**config.mk**
```make
export PLATFORM = sky130hd
export DESIGN_NAME = apb_arbiter2
export DESIGN_NICKNAME = d
export VERILOG_FILES = /design/src/rtl/apb_arbiter2.sv
export SDC_FILE = /design/constraint.sdc
export NUM_CORES = 1
export LEC_CHECK = 0
export ABC_AREA = 0
export BUFFER_PORTS_ARGS = -buffer_cell sky130_fd_sc_hd__buf_2
export CAP_MARGIN = 20
export CELL_PAD_IN_SITES_DETAIL_PLACEMENT = 1
export CELL_PAD_IN_SITES_GLOBAL_PLACEMENT = 1
export CORE_ASPECT_RATIO = 0.6
export CORE_UTILIZATION = 30
export CTS_CLUSTER_DIAMETER = 50
export DETAILED_ROUTE_END_ITERATION = 10
export PLACE_DENSITY = 0.81
export SETUP_SLACK_MARGIN = 0.15
export SYNTH_ARGS = -nofsm -noshare
export SYNTH_HDL_FRONTEND = slang
export SYNTH_SLANG_ARGS = --single-unit
```
**constraint.sdc**
```tcl
create_clock -name pclk -period 3.75 [get_ports pclk]
set_clock_uncertainty 0.05 [all_clocks]
set_input_delay 0.1875 -clock pclk [delete_from_list [all_inputs] [get_ports pclk]]
set_output_delay 0.1875 -clock pclk [all_outputs]
set_load 0.1 [all_outputs]
```
**src/rtl/apb_arbiter2.sv**
```systemverilog
// Two-requester round-robin APB arbiter in front of a single APB completer.
// One full transfer per grant; downstream and response paths are registered.
module apb_arbiter2 #(
    parameter  int AWIDTH = 10,
    parameter  int DSIZE  = 2,
    localparam int DBYTES = 1 << DSIZE,
    localparam int DWIDTH = DBYTES * 8
) (
    input  logic              pclk,
    input  logic              presetn,
    input  logic              s0_psel,
    input  logic              s0_penable,
    input  logic [2:0]        s0_pprot,
    input  logic              s0_pwrite,
    input  logic [AWIDTH-1:0] s0_paddr,
    input  logic [DBYTES-1:0] s0_pstrb,
    input  logic [DWIDTH-1:0] s0_pwdata,
    output logic [DWIDTH-1:0] s0_prdata,
    output logic              s0_pready,
    output logic              s0_pslverr,
    input  logic              s1_psel,
    input  logic              s1_penable,
    input  logic [2:0]        s1_pprot,
    input  logic              s1_pwrite,
    input  logic [AWIDTH-1:0] s1_paddr,
    input  logic [DBYTES-1:0] s1_pstrb,
    input  logic [DWIDTH-1:0] s1_pwdata,
    output logic [DWIDTH-1:0] s1_prdata,
    output logic              s1_pready,
    output logic              s1_pslverr,
    output logic              m_psel,
    output logic              m_penable,
    output logic [2:0]        m_pprot,
    output logic              m_pwrite,
    output logic [AWIDTH-1:0] m_paddr,
    output logic [DBYTES-1:0] m_pstrb,
    output logic [DWIDTH-1:0] m_pwdata,
    input  logic [DWIDTH-1:0] m_prdata,
    input  logic              m_pready,
    input  logic              m_pslverr
);

    typedef enum logic [1:0] {
        IDLE,
        SETUP,
        ACCESS,
        DONE
    } state_t;

    state_t r_state;
    state_t w_next;
    logic   r_last_grant;
    logic   r_grant;
    logic   w_any;
    logic   w_pick;

    // penable is not needed: psel alone marks a pending request in IDLE
    logic w_unused;
    assign w_unused = s0_penable ^ s1_penable;

    // Contention goes to the port that was not served last
    always_comb begin
        w_any  = s0_psel | s1_psel;
        w_pick = (s0_psel && s1_psel) ? ~r_last_grant : s1_psel;
    end

    always_ff @(posedge pclk or negedge presetn) begin
        if (!presetn) begin
            r_state <= IDLE;
        end else begin
            r_state <= w_next;
        end
    end

    always_comb begin
        w_next = r_state;
        unique case (r_state)
            IDLE:    if (w_any) w_next = SETUP;
            SETUP:   w_next = ACCESS;
            ACCESS:  if (m_pready) w_next = DONE;
            DONE:    w_next = IDLE;
            default: w_next = IDLE;
        endcase
    end

    always_ff @(posedge pclk or negedge presetn) begin
        if (!presetn) begin
            r_last_grant <= 1'b1;
            r_grant      <= 1'b0;
            m_psel       <= 1'b0;
            m_penable    <= 1'b0;
            m_pprot      <= '0;
            m_pwrite     <= 1'b0;
            m_paddr      <= '0;
            m_pstrb      <= '0;
            m_pwdata     <= '0;
            s0_prdata    <= '0;
            s0_pready    <= 1'b0;
            s0_pslverr   <= 1'b0;
            s1_prdata    <= '0;
            s1_pready    <= 1'b0;
            s1_pslverr   <= 1'b0;
        end else begin
            s0_pready  <= 1'b0;
            s0_pslverr <= 1'b0;
            s1_pready  <= 1'b0;
            s1_pslverr <= 1'b0;
            unique case (r_state)
                IDLE: begin
                    if (w_any) begin
                        r_grant  <= w_pick;
                        m_psel   <= 1'b1;
                        m_pprot  <= w_pick ? s1_pprot  : s0_pprot;
                        m_pwrite <= w_pick ? s1_pwrite : s0_pwrite;
                        m_paddr  <= w_pick ? s1_paddr  : s0_paddr;
                        m_pstrb  <= w_pick ? s1_pstrb  : s0_pstrb;
                        m_pwdata <= w_pick ? s1_pwdata : s0_pwdata;
                    end
                end
                SETUP: m_penable <= 1'b1;
                ACCESS: begin
                    if (m_pready) begin
                        m_psel    <= 1'b0;
                        m_penable <= 1'b0;
                        if (r_grant) begin
                            s1_prdata  <= m_prdata;
                            s1_pready  <= 1'b1;
                            s1_pslverr <= m_pslverr;
                        end else begin
                            s0_prdata  <= m_prdata;
                            s0_pready  <= 1'b1;
                            s0_pslverr <= m_pslverr;
                        end
                    end
                end
                DONE: r_last_grant <= r_grant;
                default: ;
            endcase
        end
    end

endmodule
```
Word-level counts from Yosys, hierarchy flattened

Index checks and enable logic that the tools add are counted.

Register bits after elaboration: 124
Latch bits: 0
RAM bits: 0
ROM bits: 0
Bits of input ports: 140
Word-level logic and storage cells: 59
Memories: 0

$add $sub $neg: 0
Multipliers: 0
Div/mod/pow operators: 0
Magnitude comparators: 0
Equal/unequal tests: 5
Shifts and indexed selects: 0
Multiplexer cells: 25
Bitwise operators: 3
Reduce and logical (&&, ||, !) cells: 10

Operator list:

| operator           | number |
|---|---|
| $mux 32            | 1 |
| $mux 1             | 16 |
| $mux 10            | 1 |
| $reduce_and 3->1   | 3 |
| $pmux 2 s4         | 1 |
| $reduce_and 2->1   | 3 |
| $eq 2x2->1 const B | 2 |
| $mux 2             | 2 |
| $mux 4             | 1 |
| $ne 2x2->1 const B | 2 |
| $pmux 1 s2         | 2 |
| $reduce_bool 2->1  | 2 |
| $mux 3             | 1 |
| $eq 2x1->1 const B | 1 |
| $logic_not 2->1    | 1 |
| $not 1->1          | 2 |
| $logic_and 1x1->1  | 1 |
| $or 1x1->1         | 1 |

Longest topological paths before layout

Gate-level depths: netlist of run 1.

Depth in word-level cells: 3
Gate-level depth with buffers: 7
Depth with buffers taken out: 5

Worst setup path after synthesis of run 1

Ideal clock, no wire load.

Path type: reg2reg
From: reg r_state[0]
To: reg s0_prdata[23]
Arrival: 1.461 ns
Required time: 3.575 ns
Setup slack: 2.113 ns
Cell stages (with the launch flop): 6
Buffers on the path: 0
Clock period less this slack: 1.637 ns
Path through: dfrtp_1 -> inv_1 -> ha_1 -> nand3_2 -> inv_2 -> mux2_2

Cells in the longest elaborated chain, start to end: 2

RTL lines:

| what                       | RTL line | source |
|---|---|---|
| start, declared            | 50       | `state_t r_state;` |
| start signal, assigned     | 71       | `r_state <= w_next;` |
| $eq 2x2->1                 | 108      | `unique case (r_state)` |
| $reduce_and 3->1 (no line) | --       |  |
| end signal, assigned       | 130      | `s0_prdata <= m_prdata;` |
| end, declared              | 18       | `output logic [DWIDTH-1:0] s0_prdata,` |

Every way passes these cells.
A chain may end at the register's enable or synchronous reset.

Final worst setup path of run 1

From: reg r_last_grant
To: reg m_pwdata[14]

Cells in the longest elaborated chain, start to end: 3

RTL lines:

| what                   | RTL line | source |
|---|---|---|
| start, declared        | 52       | `logic r_last_grant;` |
| start signal, assigned | 136      | `DONE: r_last_grant <= r_grant;` |
| $not 1->1              | 64       | `w_pick = (s0_psel && s1_psel) ? ~r_last_grant : s1_psel;` |
| $mux 1                 | 64       |  |
| $mux 32                | 117      | `m_pwdata <= w_pick ? s1_pwdata : s0_pwdata;` |
| end signal, assigned   | 117      |  |
| end, declared          | 37       | `output logic [DWIDTH-1:0] m_pwdata,` |

Every way passes these cells.

==> results of run 1 <==
-- cell usage in the layout, fill, tap and decap left out, types with 2 or more instances in the layout --
| cell | Yosys | layout |
|---|---|---|
| sky130_fd_sc_hd__clkbuf_16 | 0 | 17 |
| sky130_fd_sc_hd__inv_6 | 0 | 7 |
| sky130_fd_sc_hd__a21oi_1 | 2 | 2 |
| sky130_fd_sc_hd__bufinv_16 | 0 | 3 |
| sky130_fd_sc_hd__nor2_1 | 54 | 54 |
| sky130_fd_sc_hd__mux2_2 | 66 | 66 |
| sky130_fd_sc_hd__buf_2 | 19 | 256 |
| sky130_fd_sc_hd__dfrtp_1 | 123 | 123 |
| sky130_fd_sc_hd__nand2_1 | 102 | 102 |
| sky130_fd_sc_hd__ha_1 | 6 | 6 |
| sky130_fd_sc_hd__buf_4 | 1 | 3 |
| sky130_fd_sc_hd__inv_1 | 5 | 5 |
| sky130_fd_sc_hd__mux2i_1 | 2 | 2 |
| sky130_fd_sc_hd__nand3_2 | 2 | 2 |
| sky130_fd_sc_hd__o21ai_0 | 2 | 2 |
| sky130_fd_sc_hd__buf_16 | 0 | 2 |
| sky130_fd_sc_hd__a31oi_1 | 50 | 50 |
| sky130_fd_sc_hd__dlygate4sd3_1 | 0 | 131 |
-- worst paths after layout --
path,start,end
setup / recovery,r_last_grant,m_pwdata[14]
hold / removal,s1_paddr[7],m_paddr[7]
setup reg to reg,r_last_grant,m_pwdata[14]
hold reg to reg,m_penable,m_penable
max in group asynchronous,presetn,m_pwdata[3]
min in group asynchronous,presetn,s0_prdata[20]
-- routing by layer --
layer / track usage / vias to the layer above / routed length (um)
met5: 0 / - / 0
met4: 0.0755 / 0 / 297
met3: 0.0622 / 21 / 1190
met2: 0.386 / 176 / 9250
met1: 0.247 / 2428 / 7730
li1: - / 2287 / -
-- state kept, by name, summed over array words and instances (netlist names), 2 cells and up --
register / cells
m_pwdata: 32
s0_prdata: 32
s1_prdata: 32
m_paddr: 10
m_pstrb: 4
m_pprot: 3
r_state: 2
-- cell families (layout without fill, tap and decap cells) --
group                    count (synthesis)  after routing
adder cells (fa/ha/maj)                  6              6
multiplexers                            68             68
other                                    0              1
AO/OA/AOI/OAI                           58             58
buffers and inverters                   33            431
flip-flops                             124            124
AND/OR/NAND/NOR                        159            159
-- what timing repair did --
item / in CTS / in global routing
resized for setup: 0 / 0
setup endpoints to repair: 0 / 0
hold buffers: 131 / 0
buffers inserted: 0 / 0
hold endpoints to repair: 188 / 0
-- worst max-delay path: stages (launching register included) --
cell	delay (ns)
sky130_fd_sc_hd__dfstp_2	0.39
sky130_fd_sc_hd__a21boi_4	0.61
sky130_fd_sc_hd__buf_4	0.45
sky130_fd_sc_hd__nand2_1	0.12
sky130_fd_sc_hd__a31oi_1	0.21
sky130_fd_sc_hd__dlygate4sd3_1	0.59
-- cell type report --
class | instances | area share
Sequential cell | 124 | 0.363
Multi-Input combinational cell | 291 | 0.215
Clock buffer | 19 | 0.0517
Clock inverter | 13 | 0.0206
Inverter | 6 | 0.00263
Antenna cell | 1 | 0.000292
Timing Repair Buffer | 393 | 0.314
Tap cell | 228 | 0.0333
-- per-stage QoR --
step	std cells	cell area [um^2]	utilization	worst slack, ns	hold WS, ns
final	1075	8560	0.521	1.25	0.0144
after global routing	1075	8560	0.521	1.09	0.0140
after CTS	1072	8500	0.517	1.09	0.00486
after detailed placement	909	6570	0.400	1.33	0.368
after global placement	909	6570	0.400	1.41	0.361
after floorplan	448	5120	-	2.11	-0.158
==> results by group, run 1 <==
Run status
  – Result of the run: finished clean

Critical path
  – Setup Crit Path Kind: flop to flop
  – Kind of end point of the critical path: flop
  – Flop-to-flop setup slack: 1.25 ns
  – Launching element type of the critical path: flop
  – Peak fanout along the critical path: 27
  – Data arrival time of the critical path: 2.78 ns
  – Critical path data required time: 4.03 ns
  – Path depth of the worst reg2reg path: 5

Synth
  – Post-synthesis sequential element count: 124
  – Library cell with the highest instance count after synthesis: sky130_fd_sc_hd__dfrtp_1
  – Count of mapped cells out of synthesis: 448
  – Synth unique cells: 21
  – Share of async-settable or async-resettable flops after synthesis: 1.00
  – Post-synthesis sequential area ratio: 0.607
  – Synthesized cell area: 0.00512 mm^2
  – Syn avg cell area: 11.4 um^2
  – Compound-Gate Fraction of Synth Area: 0.0729
  – Number of enable-type register cells in the synthesized netlist: 0
  – Main flop type after synthesis: sky130_fd_sc_hd__dfrtp_1
  – Area fraction in and, or, nand and nor cells after synthesis: 0.120
  – Number of nets in the synthesized netlist: 594
  – Warning count from the yosys run: 0
  – Cell taking the most area after synthesis: sky130_fd_sc_hd__dfrtp_1
  – Top cells by count, synth: 123 x sky130_fd_sc_hd__dfrtp_1, 102 x sky130_fd_sc_hd__nand2_1, 66 x sky130_fd_sc_hd__mux2_2
  – Mux share of post-synthesis cell area: 0.149
  – Area contributors post-synth: sky130_fd_sc_hd__dfrtp_1 60%, sky130_fd_sc_hd__mux2_2 15%, sky130_fd_sc_hd__nand2_1 7.5%
  – Share of Yosys cell area claimed by the top area cell type: 0.602
  – Combinational family with the most area after synthesis: multiplexers
  – Fraction of synthesized cell area in xor and xnor cells: 0
  – Adder and majority gate portion of the synthesized area: 0.0147

CTS
  – Clock latency on the worst-skew pair: 0.39 ns
  – Post-CTS clock slew at the launch and capture registers of the worst setup and hold paths: 0.06 ns
  – H-tree Lvls: 4
  – Number of buffers inserted during clock tree synthesis: 17
  – Worst-case clock buffer depth: 2
  – Number of clock sinks: 124
  – CTS tree: yes
  – Clock root buffer: sky130_fd_sc_hd__clkbuf_16

Timing
  – Final Max Tran Viols: 0
  – Sum of negative setup slack: 0 ns
  – Final setup fails: 0
  – Setup repair after global routing missed its margin: no
  – Minimum period implied by the final worst setup slack: 2.50 ns
  – Count of endpoints failing hold in the final timing report: 0
  – Worst-margin pin slew: 1.00 ns
  – Max Clk Rate: 0.400 GHz
  – Worst-case headroom to the max-slew limit: 0.333
  – Share of the clock period used by the worst path after layout: 0.667

Detailed routing
  – WL final: 18500 um
  – DRC: 0
  – Routed length per placed instance: 17.2 um
  – Detailed-routing iteration count for the pre-antenna-repair pass: 4
  – Number of nets with antenna violations after routing: 0
  – 1st-iter DRT viols: 198
  – Vias after detailed routing: 4912
  – Via-to-Cell Ratio: 4.57

Placement
  – RePlAce Congestion: 0.754
  – Post-detail-place hpwl: 10400 um
  – Port bufs: 257

Floorplan
  – Starting Density: 0.311
  – Height of the die: 103 um
  – Core region area: 0.0164 mm^2
  – Number of cell rows: 36
  – Die ar.: 0.0176 mm^2
  – X dimension of the die: 171 um
  – Number of top-level design ports: 260

Finish
  – Multi-input logic area: 0.00184 mm^2
  – Fraction of final layout cells with drive strength greater than 1: 0.434
  – Total area of sequential cells: 0.00310 mm^2
  – Total of fill cells in the finished design: 1855
  – Nets: 979
  – Area Overhead vs Synth: 67.4%

Global route
  – Pin count of the biggest net entering global routing: 103
  – Wire length of the first global-routing pass: 28800 um
  – Number of antenna violations at the first check in global routing: 1
  – Residual overflow from global routing: 0
  – Via count of the first global-routing pass: 5449
  – Gr usage total: 0.215

Min path
  – Tightest Hold Check Type: input port to flop
  – Number of cells on the worst hold path: 3

Run
  – Total of max-cap violations: 0
Power of run 1 is not shown: default switching activity piles up to over one toggle a cycle in this logic, so the estimate is an artifact.
==> run 2, diff against run 1 <==
- ABC_AREA: 0 -> 1
- PLACE_DENSITY: 0.81 -> 0.82
- clock period: 3.75 -> 2.35 ns (I/O delays scaled with it)
==> results by group, run 2 <==
CTS
  – Number of buffers inserted during clock tree synthesis: 17 (unchanged)
  – H-tree Lvls: 4 (unchanged)
  – Worst-case clock buffer depth: 2 (unchanged)
  – CTS tree: yes
  – Number of clock sinks: 124 (unchanged)
  – Clock root buffer: sky130_fd_sc_hd__clkbuf_16
  – Post-CTS clock slew at the launch and capture registers of the worst setup and hold paths: 0.07 ns (about the same)
  – Clock latency on the worst-skew pair: 0.40 ns (about the same)

Synth
  – Count of mapped cells out of synthesis: 673 (+50%)
  – Share of async-settable or async-resettable flops after synthesis: 1.00 (unchanged)
  – Cell taking the most area after synthesis: sky130_fd_sc_hd__dfrtp_1
  – Synth unique cells: 21 (unchanged)
  – Warning count from the yosys run: 0 (unchanged)
  – Library cell with the highest instance count after synthesis: sky130_fd_sc_hd__nand2_1
  – Number of enable-type register cells in the synthesized netlist: 0 (unchanged)
  – Post-synthesis sequential area ratio: 0.541 (-0.0659)
  – Number of nets in the synthesized netlist: 819 (+38%)
  – Share of Yosys cell area claimed by the top area cell type: 0.536 (-0.0653)
  – Area contributors post-synth: sky130_fd_sc_hd__dfrtp_1 54%, sky130_fd_sc_hd__nand2_1 15%, sky130_fd_sc_hd__nand3b_1 6.5%
  – Main flop type after synthesis: sky130_fd_sc_hd__dfrtp_1
  – Syn avg cell area: 8.53 um^2 (-25%)
  – Top cells by count, synth: 229 x sky130_fd_sc_hd__nand2_1, 123 x sky130_fd_sc_hd__dfrtp_1, 93 x sky130_fd_sc_hd__inv_1
  – Synthesized cell area: 0.00574 mm^2 (+12%)
  – Post-synthesis sequential element count: 124 (unchanged)

Critical path
  – Critical path cell sequence: inv_2 > ha_2 > inv_2 > nor2_8 > buf_16 > nand3_1 > dlygate4sd3_1 > nand2_1
  – Data arrival time of the critical path: 2.41 ns (-0.37 ns)
  – Slowest library cell on the worst path: sky130_fd_sc_hd__dlygate4sd3_1
  – Launching element type of the critical path: flop
  – Path depth of the worst reg2reg path: 8 (+3)
  – Peak fanout along the critical path: 7 (-74%)
  – Crit path depth: 8 (+3)
  – Number of buffers and inverters on the critical path: 4 (+2)
  – Flop-to-flop setup slack: 0.23 ns (-1.02 ns)
  – Most repeated library cell on the critical path: sky130_fd_sc_hd__inv_2
  – Setup Crit Path Kind: flop to flop
  – Family with the most delay on the worst path: buffers and inverters
  – Critical path data required time: 2.64 ns (-1.39 ns)
  – Max stage delay on crit path: 0.61 ns (about the same)
  – Kind of end point of the critical path: flop

Global route
  – Wire length of the first global-routing pass: 33400 um (+16%)
  – Gr usage total: 0.218 (+0.00344)
  – Via count of the first global-routing pass: 6532 (+20%)
  – Number of antenna violations at the first check in global routing: 0 (-1)
  – Pin count of the biggest net entering global routing: 67 (-35%)
  – Residual overflow from global routing: 0 (unchanged)

Run status
  – Result of the run: finished clean

Finish
  – Top Registers: m_pwdata: 32 flops, s0_prdata: 32 flops, s1_prdata: 32 flops
  – Commonest non-fill, non-tap cells in the layout: 256 x sky130_fd_sc_hd__buf_2, 226 x sky130_fd_sc_hd__nand2_1, 129 x sky130_fd_sc_hd__dlygate4sd3_1
  – Area Overhead vs Synth: 60.5%
  – Fraction of final layout cells with drive strength greater than 1: 0.297 (-0.137)
  – Nets: 1200 (+23%)
  – Antenna Cells: 0 (-1)
  – Total of fill cells in the finished design: 2209 (+19%)
  – Most common library cell in the layout ignoring fill and taps: sky130_fd_sc_hd__buf_2
  – Core occupancy in the finished layout: 0.501 (-0.0200)

Timing
  – Sum of negative setup slack: 0 ns (unchanged)
  – Count of endpoints failing hold in the final timing report: 0 (unchanged)
  – Final setup fails: 0 (unchanged)
  – Setup repair after global routing missed its margin: no
  – Share of the clock period used by the worst path after layout: 0.902 (+0.235)
  – Min setup slack post-route: 0.231 ns (-1.02 ns)
  – Final Max Tran Viols: 0 (unchanged)
  – Max Clk Rate: 0.472 GHz (+18%)
  – Final worst hold slack: 0.0245 ns (+0.0101 ns)
  – Minimum period implied by the final worst setup slack: 2.12 ns (-0.380 ns)
  – Worst-margin pin slew: 0.621 ns (-0.379 ns)
  – Worst-case headroom to the max-slew limit: 0.586 (+0.253)

Detailed routing
  – Met3 wire len: 1070 um (-10%)
  – DR WL met2: 10900 um (+18%)
  – Routed length per placed instance: 16.6 um (-3.2%)
  – WL final: 21700 um (+18%)
  – 1st-iter DRT viols: 215 (+8.6%)
  – Via-to-Cell Ratio: 4.60 (+0.62%)
  – Number of nets with antenna violations after routing: 0 (unchanged)
  – Detailed-routing iteration count for the pre-antenna-repair pass: 4 (unchanged)
  – Top routing layer used: met4
  – Vias after detailed routing: 6009 (+22%)
  – Routed metal-1 wirelength: 9580 um (+24%)
  – DRC: 0 (unchanged)

Placement
  – Port bufs: 257 (unchanged)
  – Post-detail-place hpwl: 12400 um (+19%)
  – RePlAce Congestion: 0.768 (+1.9%)
  – Setup slack at placement: 0.504 ns (-0.829 ns)

Floorplan
  – Number of cell rows: 38 (+5.6%)
  – X dimension of the die: 181 um (+5.8%)
  – Core region area: 0.0184 mm^2 (+12%)
  – Height of the die: 109 um (+5.8%)
  – Number of top-level design ports: 260 (unchanged)
  – Starting Density: 0.312 (+0.000726)
  – Die ar.: 0.0197 mm^2 (+12%)

Min path
  – Number of cells on the worst hold path: 4 (+1)
  – Tightest Hold Check Type: input port to flop

Run
  – Total of max-cap violations: 0 (unchanged)
-- run 2: area by class of cell --
type	count	area, um^2	share of cell area
clock buffer	18	429	0.0466
clock inverter	14	210	0.0228
inverter	95	359	0.0390
multi-input combinational	414	1980	0.215
sequential	124	3100	0.337
tap	240	300	0.0326
timing repair buffer	402	2830	0.307
-- run 2: what timing repair did --
item,4_1_cts,5_1_grt
buffers inserted,0,3
endpoints found under the setup margin,0,42
hold buffers,129,0
endpoints found under the hold margin,188,0
gates resized for setup,0,5
-- run 2: worst paths after layout --
path / start / to
setup reg to reg: r_state[1] / m_pstrb[0]
min in group asynchronous: presetn / s1_prdata[20]
hold / removal: s1_pwdata[19] / m_pwdata[19]
setup / recovery: r_state[1] / m_pstrb[0]
hold reg to reg: m_pwdata[10] / m_pwdata[10]
max in group asynchronous: presetn / s1_prdata[1]
-- run 2: kinds of logic after synthesis --
kind of cell               synth area share
and+or+nand+nor                       0.271
buffers and inverters                 0.115
DFF                                   0.541
AOI/OAI and AO/OA                    0.0602
adders and majority gates            0.0131
-- run 2: layer usage --
metal	GRT usage	up-vias
met5	0	-
met4	0.0464	0
met3	0.0484	18
met2	0.396	190
met1	0.267	2956
li1	-	2845
-- run 2: worst reg2reg max path, cell delays in order, from the launching register on --
cell and delay [ns]:
sky130_fd_sc_hd__dfrtp_1 0.44, sky130_fd_sc_hd__inv_2 0.10, sky130_fd_sc_hd__ha_2 0.20, sky130_fd_sc_hd__inv_2 0.07, sky130_fd_sc_hd__nor2_8 0.22, sky130_fd_sc_hd__buf_16 0.18
sky130_fd_sc_hd__nand3_1 0.12, sky130_fd_sc_hd__dlygate4sd3_1 0.61, sky130_fd_sc_hd__nand2_1 0.08
-- run 2: metrics by stage --
stage	std cells	area, um^2
floorplan	673	5740
global placement	1139	7160
detailed placement	1139	7160
CTS	1300	9090
global route	1307	9210
finish	1307	9210
Power of run 2 is left out for the same reason.
